--- config.mk ---
export PLATFORM = sky130hd
export DESIGN_NAME = wifi_cmd_transmitter
export DESIGN_NICKNAME = d
export VERILOG_FILES = /design/src/rtl/security_pkg.sv /design/src/rtl/btn_debounce.sv /design/src/rtl/wifi_cmd_transmitter.sv
export SDC_FILE = /design/constraint.sdc
export NUM_CORES = 1
export LEC_CHECK = 0
export BUFFER_PORTS_ARGS = -buffer_cell sky130_fd_sc_hd__buf_4
export CAP_MARGIN = 20
export CORE_ASPECT_RATIO = 0.7
export CORE_MARGIN = 3
export CORE_UTILIZATION = 55
export DETAILED_ROUTE_END_ITERATION = 16
export GPL_ROUTABILITY_DRIVEN = 1
export PLACE_DENSITY = 0.76
export SLEW_MARGIN = 15
export SYNTH_ARGS = -nofsm -noshare
export SYNTH_HDL_FRONTEND = slang
export SYNTH_SLANG_ARGS = --single-unit
--- constraint.sdc ---
create_clock -name clock -period 2.4 [get_ports clock]
set_input_delay 0.24 -clock clock [delete_from_list [all_inputs] [get_ports clock]]
set_output_delay 0.24 -clock clock [all_outputs]
set_load 0.05 [all_outputs]
--- src/rtl/security_pkg.sv ---
// Shared command codes, LED patterns and transmitter state encoding for the WiFi command bus.
// CMD_CONFIRM_EN adds the WAIT_ACK state to the encoding.
package security_pkg;

  localparam logic [4:0] CMD_IDLE   = 5'h00;
  localparam logic [4:0] CMD_DISARM = 5'h0A;
  localparam logic [4:0] CMD_ARM    = 5'h0B;
  localparam logic [4:0] CMD_PANIC  = 5'h0E;

  localparam logic [3:0] LED_OFF    = 4'b0001;
  localparam logic [3:0] LED_ARMED  = 4'b0010;
  localparam logic [3:0] LED_ALARM  = 4'b0100;
  localparam logic [3:0] LED_EMERG  = 4'b1000;

`ifdef CMD_CONFIRM_EN
  typedef enum logic [1:0] {
    ST_IDLE     = 2'd0,
    ST_SEND     = 2'd1,
    ST_GAP      = 2'd2,
    ST_WAIT_ACK = 2'd3
  } tx_state_t;
`else
  typedef enum logic [1:0] {
    ST_IDLE = 2'd0,
    ST_SEND = 2'd1,
    ST_GAP  = 2'd2
  } tx_state_t;
`endif

  // Larger value wins: PANIC > DISARM > ARM > nothing.
  function automatic logic [1:0] cmd_prio(input logic [4:0] code);
    case (code)
      CMD_PANIC:  cmd_prio = 2'd3;
      CMD_DISARM: cmd_prio = 2'd2;
      CMD_ARM:    cmd_prio = 2'd1;
      default:    cmd_prio = 2'd0;
    endcase
  endfunction

  function automatic logic [3:0] cmd_led(input logic [4:0] code);
    case (code)
      CMD_DISARM: cmd_led = LED_OFF;
      CMD_ARM:    cmd_led = LED_ARMED;
      CMD_PANIC:  cmd_led = LED_EMERG;
      default:    cmd_led = 4'b0000;
    endcase
  endfunction

endpackage

--- src/rtl/btn_debounce.sv ---
// Button debouncer: the stable flag follows the raw input once it has differed for
// DEBOUNCE_CYCLES consecutive cycles; a rising stable flag gives a one-cycle press pulse.
module btn_debounce #(
  parameter int DEBOUNCE_CYCLES = 3
) (
  input  logic clock,
  input  logic reset,
  input  logic btn,
  output logic press
);

  localparam int CW = $clog2(DEBOUNCE_CYCLES + 1);

  logic [CW-1:0] cnt_reg;
  logic          stable_reg;
  logic          press_reg;

  always_ff @(posedge clock) begin
    if (reset) begin
      cnt_reg    <= CW'(DEBOUNCE_CYCLES);
      stable_reg <= 1'b0;
      press_reg  <= 1'b0;
    end else begin
      press_reg <= 1'b0;
      if (btn == stable_reg) begin
        cnt_reg <= CW'(DEBOUNCE_CYCLES);
      end else if (cnt_reg == CW'(1)) begin
        stable_reg <= btn;
        press_reg  <= btn;
        cnt_reg    <= CW'(DEBOUNCE_CYCLES);
      end else begin
        cnt_reg <= cnt_reg - CW'(1);
      end
    end
  end

  assign press = press_reg;

endmodule

--- src/rtl/wifi_cmd_transmitter.sv ---
// Keypad-to-WiFi command source: debounced presses become framed bursts on cmd_code.
// CMD_CONFIRM_EN builds the status-confirmation wait with timeout and retries.
module wifi_cmd_transmitter
  import security_pkg::*;
#(
  parameter int DEBOUNCE_CYCLES = 3,
  parameter int HOLD_CYCLES     = 4,
  parameter int GAP_CYCLES      = 2,
  parameter int ACK_TIMEOUT     = 16,
  parameter int MAX_RETRIES     = 2
) (
  input  logic       clock,
  input  logic       reset,
  input  logic       btn_disarm,
  input  logic       btn_arm,
  input  logic       btn_panic,
  input  logic [3:0] sys_leds,
  output logic [4:0] cmd_code,
  output logic       cmd_valid,
  output logic       busy,
  output logic       confirmed,
  output logic       failed
);

  localparam int HG_MAX  = (HOLD_CYCLES > GAP_CYCLES) ? HOLD_CYCLES : GAP_CYCLES;
  localparam int CNT_MAX = (HG_MAX > ACK_TIMEOUT) ? HG_MAX : ACK_TIMEOUT;
  localparam int CNT_W   = $clog2(CNT_MAX + 1);

  logic [2:0] btn_vec;
  logic [2:0] press_vec;

  assign btn_vec = {btn_panic, btn_disarm, btn_arm};

  generate
    for (genvar gi = 0; gi < 3; gi++) begin : g_db
      btn_debounce #(.DEBOUNCE_CYCLES(DEBOUNCE_CYCLES)) u_db (
        .clock (clock),
        .reset (reset),
        .btn   (btn_vec[gi]),
        .press (press_vec[gi])
      );
    end
  endgenerate

  logic       req_valid;
  logic [4:0] req_code;

  always_comb begin
    req_valid = |press_vec;
    req_code  = CMD_IDLE;
    if (press_vec[2])      req_code = CMD_PANIC;
    else if (press_vec[1]) req_code = CMD_DISARM;
    else if (press_vec[0]) req_code = CMD_ARM;
  end

  tx_state_t        state_reg;
  logic [CNT_W-1:0] cnt_reg;
  logic [4:0]       cur_code_reg;
  logic             pend_valid_reg;
  logic [4:0]       pend_code_reg;
  logic [4:0]       cmd_code_reg;
  logic             cmd_valid_reg;
  logic             busy_reg;
  logic             store_req;

  // Only a strictly higher-priority request may replace the pending one.
  assign store_req = req_valid &&
                     (!pend_valid_reg || (cmd_prio(req_code) > cmd_prio(pend_code_reg)));

`ifdef CMD_CONFIRM_EN
  localparam int RW = (MAX_RETRIES > 0) ? $clog2(MAX_RETRIES + 1) : 1;
  logic [RW-1:0] retry_reg;
  logic          confirmed_reg;
  logic          failed_reg;
`else
  logic unused_cfg;
  assign unused_cfg = ^{sys_leds, MAX_RETRIES};
`endif

  always_ff @(posedge clock) begin
    if (reset) begin
      state_reg      <= ST_IDLE;
      cnt_reg        <= '0;
      cur_code_reg   <= CMD_IDLE;
      pend_valid_reg <= 1'b0;
      pend_code_reg  <= CMD_IDLE;
      cmd_code_reg   <= CMD_IDLE;
      cmd_valid_reg  <= 1'b0;
      busy_reg       <= 1'b0;
`ifdef CMD_CONFIRM_EN
      retry_reg      <= '0;
      confirmed_reg  <= 1'b0;
      failed_reg     <= 1'b0;
`endif
    end else begin
`ifdef CMD_CONFIRM_EN
      confirmed_reg <= 1'b0;
      failed_reg    <= 1'b0;
`endif
      if (state_reg != ST_IDLE && store_req) begin
        pend_valid_reg <= 1'b1;
        pend_code_reg  <= req_code;
      end
      case (state_reg)
        ST_IDLE: begin
          if (pend_valid_reg || req_valid) begin
            state_reg     <= ST_SEND;
            busy_reg      <= 1'b1;
            cmd_valid_reg <= 1'b1;
            cnt_reg       <= CNT_W'(HOLD_CYCLES);
`ifdef CMD_CONFIRM_EN
            retry_reg     <= RW'(MAX_RETRIES);
`endif
            // The pending entry goes first; a same-cycle new request takes the freed slot.
            if (pend_valid_reg) begin
              cur_code_reg   <= pend_code_reg;
              cmd_code_reg   <= pend_code_reg;
              pend_valid_reg <= req_valid;
              pend_code_reg  <= req_code;
            end else begin
              cur_code_reg <= req_code;
              cmd_code_reg <= req_code;
            end
          end
        end
        ST_SEND: begin
          if (cnt_reg == CNT_W'(1)) begin
            state_reg     <= ST_GAP;
            cmd_code_reg  <= CMD_IDLE;
            cmd_valid_reg <= 1'b0;
            cnt_reg       <= CNT_W'(GAP_CYCLES);
          end else begin
            cnt_reg <= cnt_reg - CNT_W'(1);
          end
        end
        ST_GAP: begin
          if (cnt_reg == CNT_W'(1)) begin
`ifdef CMD_CONFIRM_EN
            state_reg <= ST_WAIT_ACK;
            cnt_reg   <= CNT_W'(ACK_TIMEOUT);
`else
            state_reg <= ST_IDLE;
            busy_reg  <= 1'b0;
`endif
          end else begin
            cnt_reg <= cnt_reg - CNT_W'(1);
          end
        end
`ifdef CMD_CONFIRM_EN
        ST_WAIT_ACK: begin
          if (sys_leds == cmd_led(cur_code_reg)) begin
            confirmed_reg <= 1'b1;
            state_reg     <= ST_IDLE;
            busy_reg      <= 1'b0;
          end else if (pend_valid_reg && (cmd_prio(pend_code_reg) > cmd_prio(cur_code_reg))) begin
            state_reg <= ST_IDLE;
            busy_reg  <= 1'b0;
          end else if (cnt_reg == CNT_W'(1)) begin
            if (retry_reg != '0) begin
              retry_reg     <= retry_reg - RW'(1);
              state_reg     <= ST_SEND;
              cmd_code_reg  <= cur_code_reg;
              cmd_valid_reg <= 1'b1;
              cnt_reg       <= CNT_W'(HOLD_CYCLES);
            end else begin
              failed_reg <= 1'b1;
              state_reg  <= ST_IDLE;
              busy_reg   <= 1'b0;
            end
          end else begin
            cnt_reg <= cnt_reg - CNT_W'(1);
          end
        end
`endif
        default: begin
          state_reg <= ST_IDLE;
          busy_reg  <= 1'b0;
        end
      endcase
    end
  end

  assign cmd_code  = cmd_code_reg;
  assign cmd_valid = cmd_valid_reg;
  assign busy      = busy_reg;
`ifdef CMD_CONFIRM_EN
  assign confirmed = confirmed_reg;
  assign failed    = failed_reg;
`else
  assign confirmed = 1'b0;
  assign failed    = 1'b0;
`endif

endmodule
; Word-level counts from Yosys, hierarchy flattened
; Cells that the tools add are included.
[totals]
register_bits = 32
[classes]
addsub = 4
magnitude_cmp = 1
n_eq_ne = 19
n_mux = 29
n_bitwise = 7
n_reduce_logical = 23
[op_table]
columns = operator, n
row1 = $mux 5, 10
row2 = $eq 5x4->1 const B, 6
row3 = $reduce_or 3->1, 7
row4 = $pmux 2 s3, 3
row5 = $pmux 5 s3, 1
row6 = $mux 4, 3
row7 = $reduce_and 3->1, 4
row8 = $pmux 5 s2, 1
row9 = $eq 2x1->1 const B, 4
row10 = $ne 2x2->1 const B, 4
row11 = $not 1->1, 7
row12 = $mux 1, 6
row13 = $mux 2, 3
row14 = $reduce_and 2->1, 3
row15 = $sub 2x1->2 const B, 3
row16 = $eq 5x1->1 const B, 1
row17 = $sub 5x1->5 const B, 1
row18 = $reduce_bool 2->1, 2
row19 = $eq 1x1->1, 3
row20 = $pmux 1 s3, 1
row21 = $reduce_bool 3->1, 1
row22 = $eq 2x2->1 const B, 1
row23 = $gt 2x2->1, 1
row24 = $logic_and 1x1->1, 2
row25 = 4 further kinds, 5

; Logic depth before layout (Yosys ltp)
; Gate-level depths: netlist (run 1).
[logic_depth]
word_depth = 13
ltp_mapped = 7

; Modules after synthesis
; A second synthesis (run 1) with hierarchy kept.
[hier_totals]
cells_unflattened = 169
hier_area_um2 = 1625.3
[modules_own_cells]
columns = module, n_inst, cells_each, area_each_um2, seq_area_each_um2
row1 = wifi_cmd_transmitter, 1, 133, 1178.6, 400.4
row2 = btn_debounce, 3, 12, 148.9, 80.1

; Least setup slack after synthesis (run 1)
; No wires, ideal clock.
[synth_timing]
kind = register to register
start = register pend_code_reg[3]
end = register pend_code_reg[4]
setup_time_ns = 0.115
t_arrival_ns = 1.614
path_slack_ns = 0.670
stages_incl_launch_ff = 8
path_buffers = 0
synth_period_minus_slack_ns = 1.730
path_cell_list = dfxtp_1 > nand2_1 > or3_1 > ha_1 > nor2b_1 > o21ai_0 > o31a_1 > and3_1
[synth_between]
elab_chain_len = 10
[synth_rtl]
columns = item, line
row1 = start: declaration, wifi_cmd_transmitter.sv:60  ; logic [4:0] pend_code_reg;
row2 = start signal: assignment, wifi_cmd_transmitter.sv:102  ; pend_code_reg <= req_code;
row3 = start signal: assignment, wifi_cmd_transmitter.sv:119  ; pend_code_reg <= req_code;
row4 = $eq 5x4->1, security_pkg.sv:32  ; case (code)
row5 = $pmux 2 s3 (*), security_pkg.sv:32
row6 = $gt 2x2->1 (*), wifi_cmd_transmitter.sv:68  ; (!pend_valid_reg || (cmd_prio(req_code) > cmd_prio(pend_code_reg)));
row7 = $logic_or 1x1->1 (*), wifi_cmd_transmitter.sv:68
row8 = $logic_and 1x1->1 (*), wifi_cmd_transmitter.sv:67  ; assign store_req = req_valid &&
row9 = $logic_and 1x1->1 (*), wifi_cmd_transmitter.sv:100  ; if (state_reg != ST_IDLE && store_req) begin
row10 = $mux 5 (*), wifi_cmd_transmitter.sv:100
row11 = $mux 5, wifi_cmd_transmitter.sv:115  ; if (pend_valid_reg) begin
row12 = $mux 5, wifi_cmd_transmitter.sv:106  ; if (pend_valid_reg || req_valid) begin
row13 = $mux 5 (*), wifi_cmd_transmitter.sv:104  ; case (state_reg)
; Mark *: on every way between the ends. The rest lies on a longest branch, timed or not.
; A chain may end at the register's enable or synchronous reset.

; Worst setup path after layout (run 1)
[layout_timing]
start = register pend_code_reg[3]
end = register pend_code_reg[0]
; The elaborated chain is that of the path after synthesis.

==> results.md, run 1 <==
- Final Cell Area: between 1500 and 2000 µm²
- Seq/Total Area, Yosys: ~40%
- First-pass GRT wire length: approximately 4900 µm
- FP Rows: 15
- Hold_buf cts: 0
- Total number of vias: about 1,200
- Clock root cell: clkbuf_8
- Hpwl dp: between 2000 and 2500 µm
- Setup CP Type: reg2reg
- Nets: 200
- Post-Syn Area: approximately 1600 µm²
- Avg Vias per Cell: 5.55
- Worst-Margin Slew: 849 ps
- Drt wl/cell: 13.5 µm
- R2r worst-path depth: 7
- Max_cap viols: 0
- Worst Path Required: 2610 ps
- Placed cell areas: 1690 µm²
- Clock slew at reported path FFs: 70 ps
- Reg2reg start: pend_code_reg[3]
- Hold Vio Cnt, Final: 0
- Ys Warns: 0
- Outcome: finished, final reports clean
- DR DRC count: 0
- Worst-skew pair later-pin latency: 270 ps
- Cell variety after synth: 47
- Reg-to-reg slack, setup: 500 ps
- Routed Antenna Nets: 0
- Cell taking the most area after synthesis: dfxtp_1
- Die span in x: between 70 and 80 µm
- Buffers added on ports: 11
- Avg Inst Size Synth: ~9.6 µm²
- Final Slew Violations: 0
- Max IR drop VDD: just under 0.4 mV
- Fin crit share: 79.2%
- CTS tree: done
- Antenna violations before repair: 0
- Total CTS buffers: 5
- Clk buf depth: 2
- Worst hold-check path type: in2reg
- WHS Path Cells: 3
- TritonCTS Sinks: 32
- Area Overhead vs Synth: 13.1%
- Final setup violating endpoints: 0
- LEAKAGE: between 0.7 and 0.8 nW
- Fraction of layout cells with a size suffix above 1: between 10% and 20%
- Endpoint class of the critical path: flop
- Reg-to-reg endpoint: pend_code_reg[0]
- Synth Register Bits: 32
- RSZ-0062 raised after global routing: false
- Post-CTS sizing: 0
- Number of global-route vias before repair: ~1,100
- All-layer global routing usage: between 15 and 20%
- Initial drt markers: 41
- Final worst slack: between 400 and 500 ps
- Area contributors post-synth: dfxtp_1 (41%), ha_1 (8.7%), mux2i_1 (3.8%)
- Core box area: ~2600 µm²
- Pre-antenna DRT Iters: 4
- Max FFs per register: 6
- N_diodes: 0
- Total power: ~1.3 mW
- Final hold slack: 228 ps
- Die Y: 50.9 µm
- Max Freq: about 530 MHz
- Die ar.: 3570 µm²
- Post-Route WL: a little under 3000 µm
- Skew final: between 6 and 7 ps
- Min-Delay Startpoint: btn_panic
- H-tree depth: 2
- Largest net degree at the start of global routing: 21
- Post-Synthesis Cells: 165
- Pwr per Cell Area: between 700 and 800 nW/µm²
- Rel. slew slack: a little over two fifths
- Pre-CTS setup slack: 527 ps
- Critical Path AT: roughly 2100 ps
- Crit path time final: 1900 ps
- Top-area cell type share of the netlist area: about two fifths
- WHS Endpoint: g_db[2].u_db.stable_reg
- Setup bufs post-CTS: 0
- CP max FO: 3
- Nature of the critical path startpoint: flop
- Initial Util: around three fifths
- Aggregate global routing overflow: 0
- Setup TNS Final: 0 ps
- Io pins: 18
- GP Congestion: 0.872
per-layer routing:
layer  global-route usage, %  part of all wire, %
met5                       0                    0
met4                    8.28                 0.66
met3                    5.30                  6.7
met2                    28.7                   47
met1                    22.0                   45
through the flow:
stage          cells  util [%]
2_1_floorplan    166         -
3_3_place_gp     207      65.4
3_5_place_dp     207      65.4
4_1_cts          214      69.1
5_1_grt          214      69.1
6_report         214      69.1
synthesized netlist by cell type (all sizes together):
library cell  instances
o21a                  2
a22o                  5
o21ai                 4
o41ai                 1
a21o                  1
nor2b                 2
o2111ai               1
a21boi                1
nor4b                 1
o31ai                 2
nand2                16
ha                   11
a21oi                 8
o31a                  1
buf                   4
dfxtp                32
nand3                 2
nor2                  9
inv                  12
clkinv                1
or3                   1
and3                  1
a221o                 1
xnor2                 4
a221oi                1
or3b                  1
mux2                  2
a31oi                 1
mux2i                 7
a211oi                3
nor3                  8
conb                  1
a31o                  1
nor4                  3
clkbuf                2
nor4bb                3
xor2                  1
nand2b                6
nand4b                1
or4b                  1
cells by family after synthesis:
family / count (synthesis) / share of synthesized area [%]
AOI/OAI and AO/OA: 33 / 16.2
xor gates and xnor gates: 5 / 2.77
adders and majority gates: 11 / 8.70
buffers and inverters: 19 / 5.14
DFF: 32 / 40.5
muxes: 9 / 6.65
other: 1 / 0.237
and+or+nand+nor: 55 / 19.8
cell usage in the layout, fill, tap and decap left out, types with 5 or more instances in the layout:
master,Yosys,layout
dfxtp_1,32,32
nand2_1,16,16
buf_4,2,13
inv_1,12,12
ha_1,11,11
nor3_1,8,8
nor2_1,8,8
clkbuf_8,0,7
a21oi_1,6,6
nand2b_1,6,6
mux2i_1,6,6
a22o_1,5,5
where the power goes:
group	switching, mW	leakage [nW]	internal (mW)
Sequential	0.0232	0.259	0.558
Clock	0.185	0.0503	0.255
Combinational	0.180	0.433	0.111
Total	0.387	0.742	0.925
worst max-delay path by stage:
stage | end | from
floorplan | pend_code_reg[4] | pend_code_reg[3]
global placement | pend_code_reg[4] | pend_code_reg[3]
detailed placement | pend_code_reg[0] | pend_code_reg[3]
CTS | pend_code_reg[0] | pend_code_reg[3]
global route | pend_code_reg[0] | pend_code_reg[3]
finish | pend_code_reg[0] | pend_code_reg[3]
worst max-delay path, cell delays in order, from the launching register on:
cell and delay (ps):
dfxtp_1 350, nand2_1 70, or3_1 330, ha_1 290, nor2b_1 130, o21ai_0 220, o31a_1 250, mux2i_1 200
cell type report:
class                   instances  area, µm²
flip-flops and latches         32        641
fillers                       209        801
inverters                      13       48.8
well taps                      34       42.5
clock buffers                   7       96.3
multi-input cells             115        863
repair buffers                 13       97.6
(Power assumes the default switching activity.)
==> run 2, diff against run 1 <==
==> constraint.sdc (replaced) <==
create_clock -name clock -period 1.8 [get_ports clock]
set_input_delay 0.18 -clock clock [delete_from_list [all_inputs] [get_ports clock]]
set_output_delay 0.18 -clock clock [all_outputs]
set_load 0.05 [all_outputs]
==> results.md, run 2 (synthesized netlist as in run 1, its figures left out) <==
- Routed Antenna Nets: 0 (unchanged)
- Reg-to-reg endpoint: pend_code_reg[2]
- First-pass GRT wire length: 5510 µm (+11%)
- Buf+Inv Stages, Crit Path: 0 (unchanged)
- Reg2reg start: pend_code_reg[3]
- Die Y: 50.9 µm (unchanged)
- Core box area: 2590 µm² (unchanged)
- Nets: 214 (+7.0%)
- Final worst slack: -4.81 ps (-503 ps)
- Worst-Margin Slew: 619 ps (-231 ps)
- R2r worst-path depth: 7 (unchanged)
- CTS tree: done
- Post-Route WL: 3350 µm (+16%)
- Number of global-route vias before repair: 1,289 (+13%)
- LEAKAGE: 0.833 nW (+12%)
- Worst-skew pair later-pin latency: 280 ps (about the same)
- Most frequent cells in the layout: dfxtp_1 (29), buf_4 (27), nand2_1 (15)
- CP max-delay cell: dfxtp_2
- Max FFs per register: 6 (unchanged)
- Final setup violating endpoints: 2 (+2)
- Final core utilization: 75.4% (+6.3 points)
- Hpwl dp: 2240 µm (+2.3%)
- Delay-heaviest family, CP: simple AND/OR/NAND/NOR gates
- Register area: 644 µm² (+0.59%)
- Fin crit share: 100% (+21 points)
- Io pins: 18 (unchanged)
- FP Rows: 15 (unchanged)
- Max IR drop VDD: 0.538 mV (+39%)
- Commonest non-fill, non-tap cell in the layout: dfxtp_1
- Max Used Layer: met4
- Initial Util: 61.1% (unchanged)
- Placed cell count: 214 (+3.4%)
- Final Slew Violations: 0 (unchanged)
- Antenna violations before repair: 0 (unchanged)
- Clock root cell: clkbuf_8
- Skew final: 3.87 ps (-2.31 ps)
- Placed cell areas: 1750 µm² (+3.1%)
- Fraction of layout cells with a size suffix above 1: 27.7% (+10 points)
- Drt wl/cell: 14.6 µm (+8.2%)
- H-tree depth: 2 (unchanged)
- Pwr per Cell Area: 911 nW/µm² (+24%)
- Clk buf depth: 2 (unchanged)
- Fill cell count: 177 (-15%)
- Endpoint class of the critical path: flop
- Die ar.: 3570 µm² (unchanged)
- Crit path cell chain: nand2_2 > or3_4 > ha_4 > nor2b_4 > o21ai_2 > o31a_1 > mux2i_1
- Clock slew at reported path FFs: 60 ps (about the same)
- Initial drt markers: 116 (+180%)
- Fin cells: 229 (+7.0%)
- Final Cell Area: 1950 µm² (+9.2%)
- Area Overhead vs Synth: 23.5%
- DR DRC count: 0 (unchanged)
- Setup CP Type: reg2reg
- Die span in x: 70.1 µm (unchanged)
- RSZ-0062 raised after global routing: true
- Met3 wire length: 195 µm (+1.0%)
- Worst Path Required: 1960 ps (-650 ps)
- CP max FO: 3 (unchanged)
- Wl on met1: 1500 µm (+14%)
- Rel. slew slack: 58.4% (+16 points)
- All-layer global routing usage: 19.8% (+2.0 points)
- GP Congestion: 0.858 (-1.6%)
- Worst hold-check path type: in2reg
- Aggregate global routing overflow: 0 (unchanged)
- Multi-input gate area: 925 µm² (+7.1%)
- Setup crit start: pend_code_reg[3]
- Pre-antenna DRT Iters: 4 (unchanged)
- Total CTS buffers: 5 (unchanged)
- Total number of vias: 1,280 (+7.8%)
- WHS Endpoint: g_db[0].u_db.stable_reg
- Outcome: finished with violations
- Critical Path AT: 1960 ps (-150 ps)
- Avg Vias per Cell: 5.59 (+0.77%)
- Reg-to-reg slack, setup: -5 ps (-500 ps)
- Max Freq: 554 MHz (+5.4%)
- Min-Delay Startpoint: btn_arm
- Nature of the critical path startpoint: flop
- Routed length on met2: 1620 µm (+19%)
- Crit path time final: 1800 ps (-96.7 ps)
- CP max stage delay: 350 ps (about the same)
- Buffers added on ports: 11 (unchanged)
- Largest net degree at the start of global routing: 21 (unchanged)
- N_diodes: 0 (unchanged)
- Final hold slack: 164 ps (-64.0 ps)
- TritonCTS Sinks: 32 (unchanged)
- WHS Path Cells: 3 (unchanged)
- Hold Vio Cnt, Final: 0 (unchanged)
- Max_cap viols: 0 (unchanged)
- Failing checks: setup timing
==> run 2: changes by cell type in the layout (fill, tap and decap cells not counted), moves of 2 or more <==
cell      before  now
dfxtp_2        0    3
dfxtp_1       32   29
clkbuf_1       0    2
buf_4         13   27
==> run 2: area by class of cell <==
class                           instances  share of cell area, %
Tap cell                               34                   2.18
Inverter                               13                   2.50
Multi-Input combinational cell        115                   47.3
Clock buffer                            8                   4.61
Timing Repair Buffer                   27                   10.4
Sequential cell                        32                   33.0
==> run 2: where the power goes <==
group	internal, mW	switching (mW)
Clock	0.311	0.241
Combinational	0.184	0.264
Sequential	0.745	0.0347
Total	1.24	0.540
==> run 2: timing repair <==
item,CTS,global route
hold buffers,0,0
buffers inserted,4,3
pin swaps,4,4
resized for setup,6,8
setup endpoints to repair,4,11
==> run 2: through the flow <==
stage                     power, mW  setup slack, ps  TNS [ps]
after floorplan                1.10             70.3         0
after global placement         1.17             5.66         0
after detailed placement       1.19            -83.8      -184
after CTS                      1.75            -59.9      -136
after global routing           1.87            -39.4      -134
final                          1.78            -4.81     -5.51
==> run 2: worst max-delay path by stage <==
| stage | end | slack, ps | cells after the start |
|---|---|---|---|
| floorplan | pend_code_reg[4] | 70 | 7 |
| global placement | pend_code_reg[4] | 6 | 7 |
| detailed placement | pend_code_reg[2] | -80 | 7 |
| CTS | pend_code_reg[2] | -60 | 7 |
| global route | pend_code_reg[4] | -40 | 7 |
| finish | pend_code_reg[2] | -5 | 7 |
==> run 2: per-layer routing <==
layer / up-vias / global-route usage, %
met5: - / 0
met1: 600 / 23.5
li1: 638 / -
met2: 37 / 34.8
met3: 5 / 6.48
met4: 0 / 4.78
==> run 2: worst register-to-register path, delay by kind of cell, from the launching register on <==
family	cells	cell delay, ps
simple gates	3	540
fa+ha+maj	1	280
flops	1	350
compound gates	2	370
mux	1	140
